### config.mk
export PLATFORM = sky130hd
export DESIGN_NAME = pipelined_subtractor
export DESIGN_NICKNAME = d
export VERILOG_FILES = /design/src/rtl/pipelined_subtractor.sv
export SDC_FILE = /design/constraint.sdc
export NUM_CORES = 1
export LEC_CHECK = 0
export CAP_MARGIN = 20
export CORE_ASPECT_RATIO = 1.1
export CORE_UTILIZATION = 53
export CTS_CLUSTER_SIZE = 10
export DETAILED_ROUTE_END_ITERATION = 7
export HOLD_SLACK_MARGIN = 0.1
export PLACE_DENSITY = 0.79
export RECOVER_POWER = 100
export SLEW_MARGIN = 20
export SYNTH_ARGS = -nofsm -noshare
export SYNTH_HDL_FRONTEND = slang
export SYNTH_SLANG_ARGS = --single-unit
export TNS_END_PERCENT = 10
### constraint.sdc
create_clock -name clk -period 4.8 [get_ports clk]
set_input_delay 0.96 -clock clk [delete_from_list [all_inputs] [get_ports clk]]
set_output_delay 0.96 -clock clk [all_outputs]
set_load 0.1 [all_outputs]
### src/rtl/pipelined_subtractor.sv
// pipelined_subtractor
// Wide ripple-borrow subtractor D = A - B - bin, resolved SEG bits per stage.
// Each stage register carries the not-yet-resolved operand bits forward, the
// low result bits resolved so far, the borrow into the next segment, the
// operand sign bits, the signed/unsigned mode and a running OR of resolved
// result bits. The last stage register is the output register and holds the
// final difference together with the flags.
// The whole pipeline advances together whenever the output register is empty
// or being drained, so bubbles stay in place and ordering is preserved.
module pipelined_subtractor #(
    parameter int WIDTH = 24,
    parameter int SEG   = 6
) (
    input  logic             clk,
    input  logic             rst,
    input  logic             in_valid,
    output logic             in_ready,
    input  logic [WIDTH-1:0] a,
    input  logic [WIDTH-1:0] b,
    input  logic             bin,
    input  logic             op_signed,
    output logic             out_valid,
    input  logic             out_ready,
    output logic [WIDTH-1:0] d,
    output logic             bout,
    output logic             ovf,
    output logic             zero,
    output logic             neg
);

    localparam int NSEG = WIDTH / SEG;

    // Ripple-borrow over one segment; returns {borrow_out, difference}.
    function automatic logic [SEG:0] sub_seg(
        input logic [SEG-1:0] x,
        input logic [SEG-1:0] y,
        input logic           bi
    );
        logic [SEG-1:0] r;
        logic           c;
        r = '0;
        c = bi;
        for (int i = 0; i < SEG; i++) begin
            r[i] = x[i] ^ y[i] ^ c;
            c    = (~x[i] & y[i]) | (c & ~(x[i] ^ y[i]));
        end
        return {c, r};
    endfunction

    // Overflow: two's-complement rule in signed mode, borrow-out otherwise.
    function automatic logic ovf_rule(
        input logic op,
        input logic am,
        input logic bm,
        input logic dm,
        input logic bo
    );
        return op ? ((am ^ bm) & (dm ^ am)) : bo;
    endfunction

    // Output register (last pipeline stage).
    logic             out_vld_q;
    logic [WIDTH-1:0] out_d_q;
    logic             out_bout_q;
    logic             out_ovf_q;
    logic             out_zero_q;
    logic             out_neg_q;

    // Global advance: every stage moves when the output slot is free or drains.
    logic adv;
    assign adv      = ~out_vld_q | out_ready;
    assign in_ready = adv;

    assign out_valid = out_vld_q;
    assign d         = out_d_q;
    assign bout      = out_bout_q;
    assign ovf       = out_ovf_q;
    assign zero      = out_zero_q;
    assign neg       = out_neg_q;

    for (genvar k = 0; k < NSEG; k++) begin : g_stage
        localparam int LO    = k * SEG;
        localparam int SRC_W = WIDTH - LO;

        // Inputs to this stage: operands at stage 0, previous register after.
        logic             src_vld;
        logic [SRC_W-1:0] src_a;
        logic [SRC_W-1:0] src_b;
        logic [WIDTH-1:0] src_d;
        logic             src_brw;
        logic             src_am;
        logic             src_bm;
        logic             src_op;
        logic             src_any;

        logic [SEG:0]     seg_r;
        logic [WIDTH-1:0] nxt_d;
        logic             nxt_any;

        if (k == 0) begin : g_src
            assign src_vld = in_valid & adv;
            assign src_a   = a;
            assign src_b   = b;
            assign src_d   = '0;
            assign src_brw = bin;
            assign src_am  = a[WIDTH-1];
            assign src_bm  = b[WIDTH-1];
            assign src_op  = op_signed;
            assign src_any = 1'b0;
        end else begin : g_src
            assign src_vld = g_stage[k-1].g_reg.vld_q;
            assign src_a   = g_stage[k-1].g_reg.a_q;
            assign src_b   = g_stage[k-1].g_reg.b_q;
            assign src_d   = g_stage[k-1].g_reg.d_q;
            assign src_brw = g_stage[k-1].g_reg.brw_q;
            assign src_am  = g_stage[k-1].g_reg.am_q;
            assign src_bm  = g_stage[k-1].g_reg.bm_q;
            assign src_op  = g_stage[k-1].g_reg.op_q;
            assign src_any = g_stage[k-1].g_reg.any_q;
        end

        // The lowest SRC bits are always the segment this stage resolves.
        assign seg_r   = sub_seg(src_a[SEG-1:0], src_b[SEG-1:0], src_brw);
        assign nxt_any = src_any | (|seg_r[SEG-1:0]);

        // Merge the freshly resolved segment into the partial difference.
        always_comb begin
            nxt_d            = src_d;
            nxt_d[LO +: SEG] = seg_r[SEG-1:0];
        end

        if (k < NSEG - 1) begin : g_reg
            localparam int REM = SRC_W - SEG;

            logic             vld_q;
            logic [REM-1:0]   a_q;
            logic [REM-1:0]   b_q;
            logic [WIDTH-1:0] d_q;
            logic             brw_q;
            logic             am_q;
            logic             bm_q;
            logic             op_q;
            logic             any_q;

            // Stage valid: cleared by reset, shifted on advance.
            always_ff @(posedge clk or posedge rst) begin
                if (rst) begin
                    vld_q <= 1'b0;
                end else if (adv) begin
                    vld_q <= src_vld;
                end
            end

            // Stage payload: meaningless while vld_q is low, so no reset.
            always_ff @(posedge clk) begin
                if (adv) begin
                    a_q   <= src_a[SRC_W-1:SEG];
                    b_q   <= src_b[SRC_W-1:SEG];
                    d_q   <= nxt_d;
                    brw_q <= seg_r[SEG];
                    am_q  <= src_am;
                    bm_q  <= src_bm;
                    op_q  <= src_op;
                    any_q <= nxt_any;
                end
            end
        end else begin : g_out
            // Output register: final segment plus flags; visible, so reset to 0.
            always_ff @(posedge clk or posedge rst) begin
                if (rst) begin
                    out_vld_q  <= 1'b0;
                    out_d_q    <= '0;
                    out_bout_q <= 1'b0;
                    out_ovf_q  <= 1'b0;
                    out_zero_q <= 1'b0;
                    out_neg_q  <= 1'b0;
                end else if (adv) begin
                    out_vld_q  <= src_vld;
                    out_d_q    <= nxt_d;
                    out_bout_q <= seg_r[SEG];
                    out_ovf_q  <= ovf_rule(src_op, src_am, src_bm,
                                           seg_r[SEG-1], seg_r[SEG]);
                    out_zero_q <= ~nxt_any;
                    out_neg_q  <= seg_r[SEG-1];
                end
            end
        end
    end

endmodule

# Word level (Yosys, flattened, before mapping)
# Cells that the tools add are included.
# Widths: inputs -> output; s select.
[classes]
n_addsub = 0
mul = 0
div = 0
order_cmp = 0
eq_ne = 0
n_shift = 0
n_mux = 1
bitwise_logic = 178
n_reduce_logical = 4
[ops]
columns = ["op", "count"]
rows = [
  ["$and 1x1->1", 50],
  ["$not 1->1", 50],
  ["$xor 1x1->1", 50],
  ["$or 1x1->1", 28],
  ["$reduce_or 6->1", 4],
  ["$mux 1", 1],
]
[word_totals]
register_bits = 155
latchBits = 0
mem_bits_rw = 0
mem_bits_ro = 0
in_bits = 54
output_inout_bits = 30
word_cells = 216
memories = 0

# Logic depth before layout (Yosys ltp)
[depth]
word_depth = 16
depth_mapped = 12
depth_no_buf = 12

# Worst setup path after synthesis
# OpenSTA, ideal clock, no wires.
[synth_path]
path_type = "reg2out"
start = "reg out_vld_q, in the netlist out_valid"
end = "out in_ready"
arrival_ns = 3.085
slack_ns = 0.755
stages_incl_launch_ff = 5
n_path_buf = 2
path_cell_list = "dfrtp_1 -> nor2b_1 -> buf_2 -> inv_2 -> buf_2"
[synth_via]
elab_chain_cells = 2
[synth_rtl]
columns = ["element", "line_no", "rtl"]
rows = [
  ["from (decl)", "62", "logic out_vld_q;"],
  ["from (signal assigned)", "178", "out_vld_q <= src_vld;"],
  ["$not 1->1", "71", "assign adv = ~out_vld_q | out_ready;"],
  ["$or 1x1->1", "71", ""],
  ["to (decl)", "17", "output logic in_ready,"],
]
# No other way between the ends.

# Final worst setup path
[layout_path]
start = "in out_ready"
end = "out in_ready"
[layout_via]
elab_chain_cells = 1
[layout_rtl]
columns = ["element", "line_no", "rtl"]
rows = [
  ["from (decl)", "23", "input logic out_ready,"],
  ["$or 1x1->1", "71", ""],
]
# No other way between the ends.

==> summary.txt <==
Floorplan
  • I/O pin count: 84
  • Initial Utilization: 54.9%
  • Die ar.: 10700 um2
  • Std cell rows: 38
  • CORE AREA: 9890 um2
  • Die X: 98.5 um
  • Die height: 108 um

Cells and area
  • P&R area growth vs syn: 29.3%
  • Non-filler cells, final: 559
  • Fin nets: 506
  • Antenna Cells: 0
  • Fraction of layout instances using a drive strength above 1: 7.52%

Timing
  • Crit path time final: 4.22 ns
  • FMAX: 237 MHz
  • Final Cycle Share: 87.9%
  • Final setup vio count: 0
  • Relative slew slack: 18.4%
  • Final hold violations: 0
  • Slew Limit Fails: 0
  • Unrepaired setup endpoints after global routing: false
  • Setup TNS: 0 ns
  • Worst Tran Pin Value: 1.22 ns
  • Layout Skew: 0.00572 ns

Place
  • I/O Buffers: 83
  • Placed Cells: 528
  • GPL Wtd Cong: 0.668
  • Post-DP HPWL: 4940 um

Detailed routing
  • Number of detailed-route iterations in the first pass: 7
  • Via Count: 2624
  • Final WL: 7790 um
  • Iteration-0 DRC Markers: 91
  • Vias/cell: 4.69
  • Final ANT Viol Nets: 0
  • Wire length per cell: 13.9 um
  • Remaining DRCs: 5

Worst setup path
  • CP max FO: 70
  • Crit end category: primary output
  • Startpoint types: primary input
  • Worst path arrival time: 3.26 ns
  • Crit Path Category: in -> out
  • CP required: 3.84 ns

Clock tree
  • Cts hold-fix bufs: 0
  • Clk pin slew, worst setup/hold paths: 0.06 ns
  • PostCTS Resize Cnt: 0
  • Clk_lat worst skew: 0.52 ns
  • Postcts setup bufs: 0
  • CTS tree: yes
  • Num CTS Buffers: 17
  • TritonCTS Sinks: 148
  • Clock Path Buffers: 2
  • H-tree Lvls: 4
  • CTS Root Buffer Type: clkbuf_8

Worst hold path
  • Worst min path class: reg -> reg

Run
  • Max-Cap Viols: 0

Synth
  • Most common cell in the synthesized netlist: edfxtp_1
  • Register area share after synthesis: 79.0%
  • Synth Flop Type: edfxtp_1
  • Mean post-synth cell area: 16.5 um2
  • Yosys top cell area share: 64.7%
  • Top cells by count, synth: edfxtp_1 (117), nand2_1 (71), inv_1 (53), dfrtp_1 (31), fa_1 (24)
  • Mapped Nets: 409
  • Synth cell types: 23
  • Mapped cell area: 5430 um2
  • Yosys warnings: 0
  • Post-synth EDFFs: 117
  • Synthesized flop and latch total: 148
  • Yosys top cell by area: edfxtp_1
  • Syn Inst Count: 330
  • Fraction of registers with async set/reset: 20.9%
  • Synth top area cells: edfxtp_1 (65%), dfrtp_1 (14%), fa_1 (8.8%)

Global routing
  • All-Layer GR Usage: 16.5%
  • Initial antenna violation count: 0
  • Largest net degree at the start of global routing: 86
  • Vias in the first global route: 2748
  • Grt total ovfl: 0
  • First-pass GRT wire length: 12800 um

Outcome
  • Outcome: finished, violations left
  • Failing checks: design-rule violations
==> cells in the final DEF (no fill, tap or decap), types with 2 or more instances in the layout <==
master / n
edfxtp_1: 117
dfrtp_1: 31
inv_6: 2
clkdlybuf4s50_1: 14
nor2_1: 6
dlygate4sd3_1: 68
clkbuf_1: 2
clkinv_4: 2
clkbuf_16: 16
inv_1: 53
clkinvlp_4: 3
nand2_1: 71
or4_1: 3
buf_4: 2
fa_1: 24
bufinv_16: 5
a21oi_1: 5
nand4_1: 2
==> final cells by class <==
cell class,instances,area (um2)
Tap cell,120,150
Clock buffer,18,418
Inverter,54,208
Timing Repair Buffer,85,840
Fill cell,614,2870
Clock inverter,13,208
Multi-Input combinational cell,121,907
Sequential cell,148,4290
==> worst max-delay path, stage by stage <==
cell and delay, ns:
clkdlybuf4s50_1 0.41, nor2b_2 0.10, clkbuf_1 0.90, inv_6 0.46
buf_4 0.39
==> layer usage <==
metal | share of wire [%] | track usage [%]
met4 | 2.1 | 7.68
met3 | 3.7 | 5.88
met2 | 53 | 27.4
met5 | 0 | 0
met1 | 41 | 19.6
==> path summary, 6_finish.rpt <==
check / from / endpoint / slack [ns] / depth (start not counted)
setup / recovery: out_ready / in_ready / 0.58 / 5
hold / removal: g_stage[0].g_reg.a_q[7]$_DFFE_PN_ / g_stage[1].g_reg.a_q[1]$_DFFE_PN_ / 0.42 / 0
setup reg to reg: g_stage[0].g_reg.b_q[0]$_DFFE_PN_ / g_stage[1].g_reg.any_q$_DFFE_PN_ / 1.30 / 10
hold reg to reg: g_stage[0].g_reg.a_q[7]$_DFFE_PN_ / g_stage[1].g_reg.a_q[1]$_DFFE_PN_ / 0.42 / 0
max in group asynchronous: rst / d[17]$_DFFE_PP0N_ / 2.92 / 2
min in group asynchronous: rst / d[10]$_DFFE_PP0N_ / 1.19 / 2
==> kinds of logic (layout without fill, tap and decap cells) <==
| kind of cell | after synthesis | in the layout | share of synthesized area [%] |
|---|---|---|---|
| buffers and inverters | 61 | 170 | 4.35 |
| adders and majority gates | 25 | 25 | 9.08 |
| DFF | 148 | 148 | 79.0 |
| xor gates and xnor gates | 1 | 1 | 0.161 |
| and+or+nand+nor | 87 | 87 | 6.54 |
| AOI/OAI and AO/OA | 8 | 8 | 0.875 |
==> sequential cells by signal, summed over array words and instances, names as in the netlist <==
register             count
out_valid                1
bout                     1
g_stage.g_reg.brw_q      3
g_stage.g_reg.d_q       36
g_stage.g_reg.b_q       36
d                       24
zero                     1
g_stage.g_reg.a_q       36
g_stage.g_reg.any_q      3
g_stage.g_reg.vld_q      3
ovf                      1
g_stage.g_reg.op_q       3
==> through the flow <==
stage | hold WS [ns] | utilization (%) | area, um2 | setup slack [ns]
6_report | 0.418 | 71.0 | 7020 | 0.581
3_5_place_dp | 0.405 | 64.7 | 6400 | 0.348
2_1_floorplan | 0.400 | - | 5430 | 0.755
3_3_place_gp | 0.401 | 64.7 | 6400 | 0.475
4_1_cts | 0.419 | 71.0 | 7020 | 0.890
5_1_grt | 0.422 | 71.0 | 7020 | 0.390
Power is not shown: default switching activity piles up to over one toggle a cycle in this logic, so the estimate is an artifact.
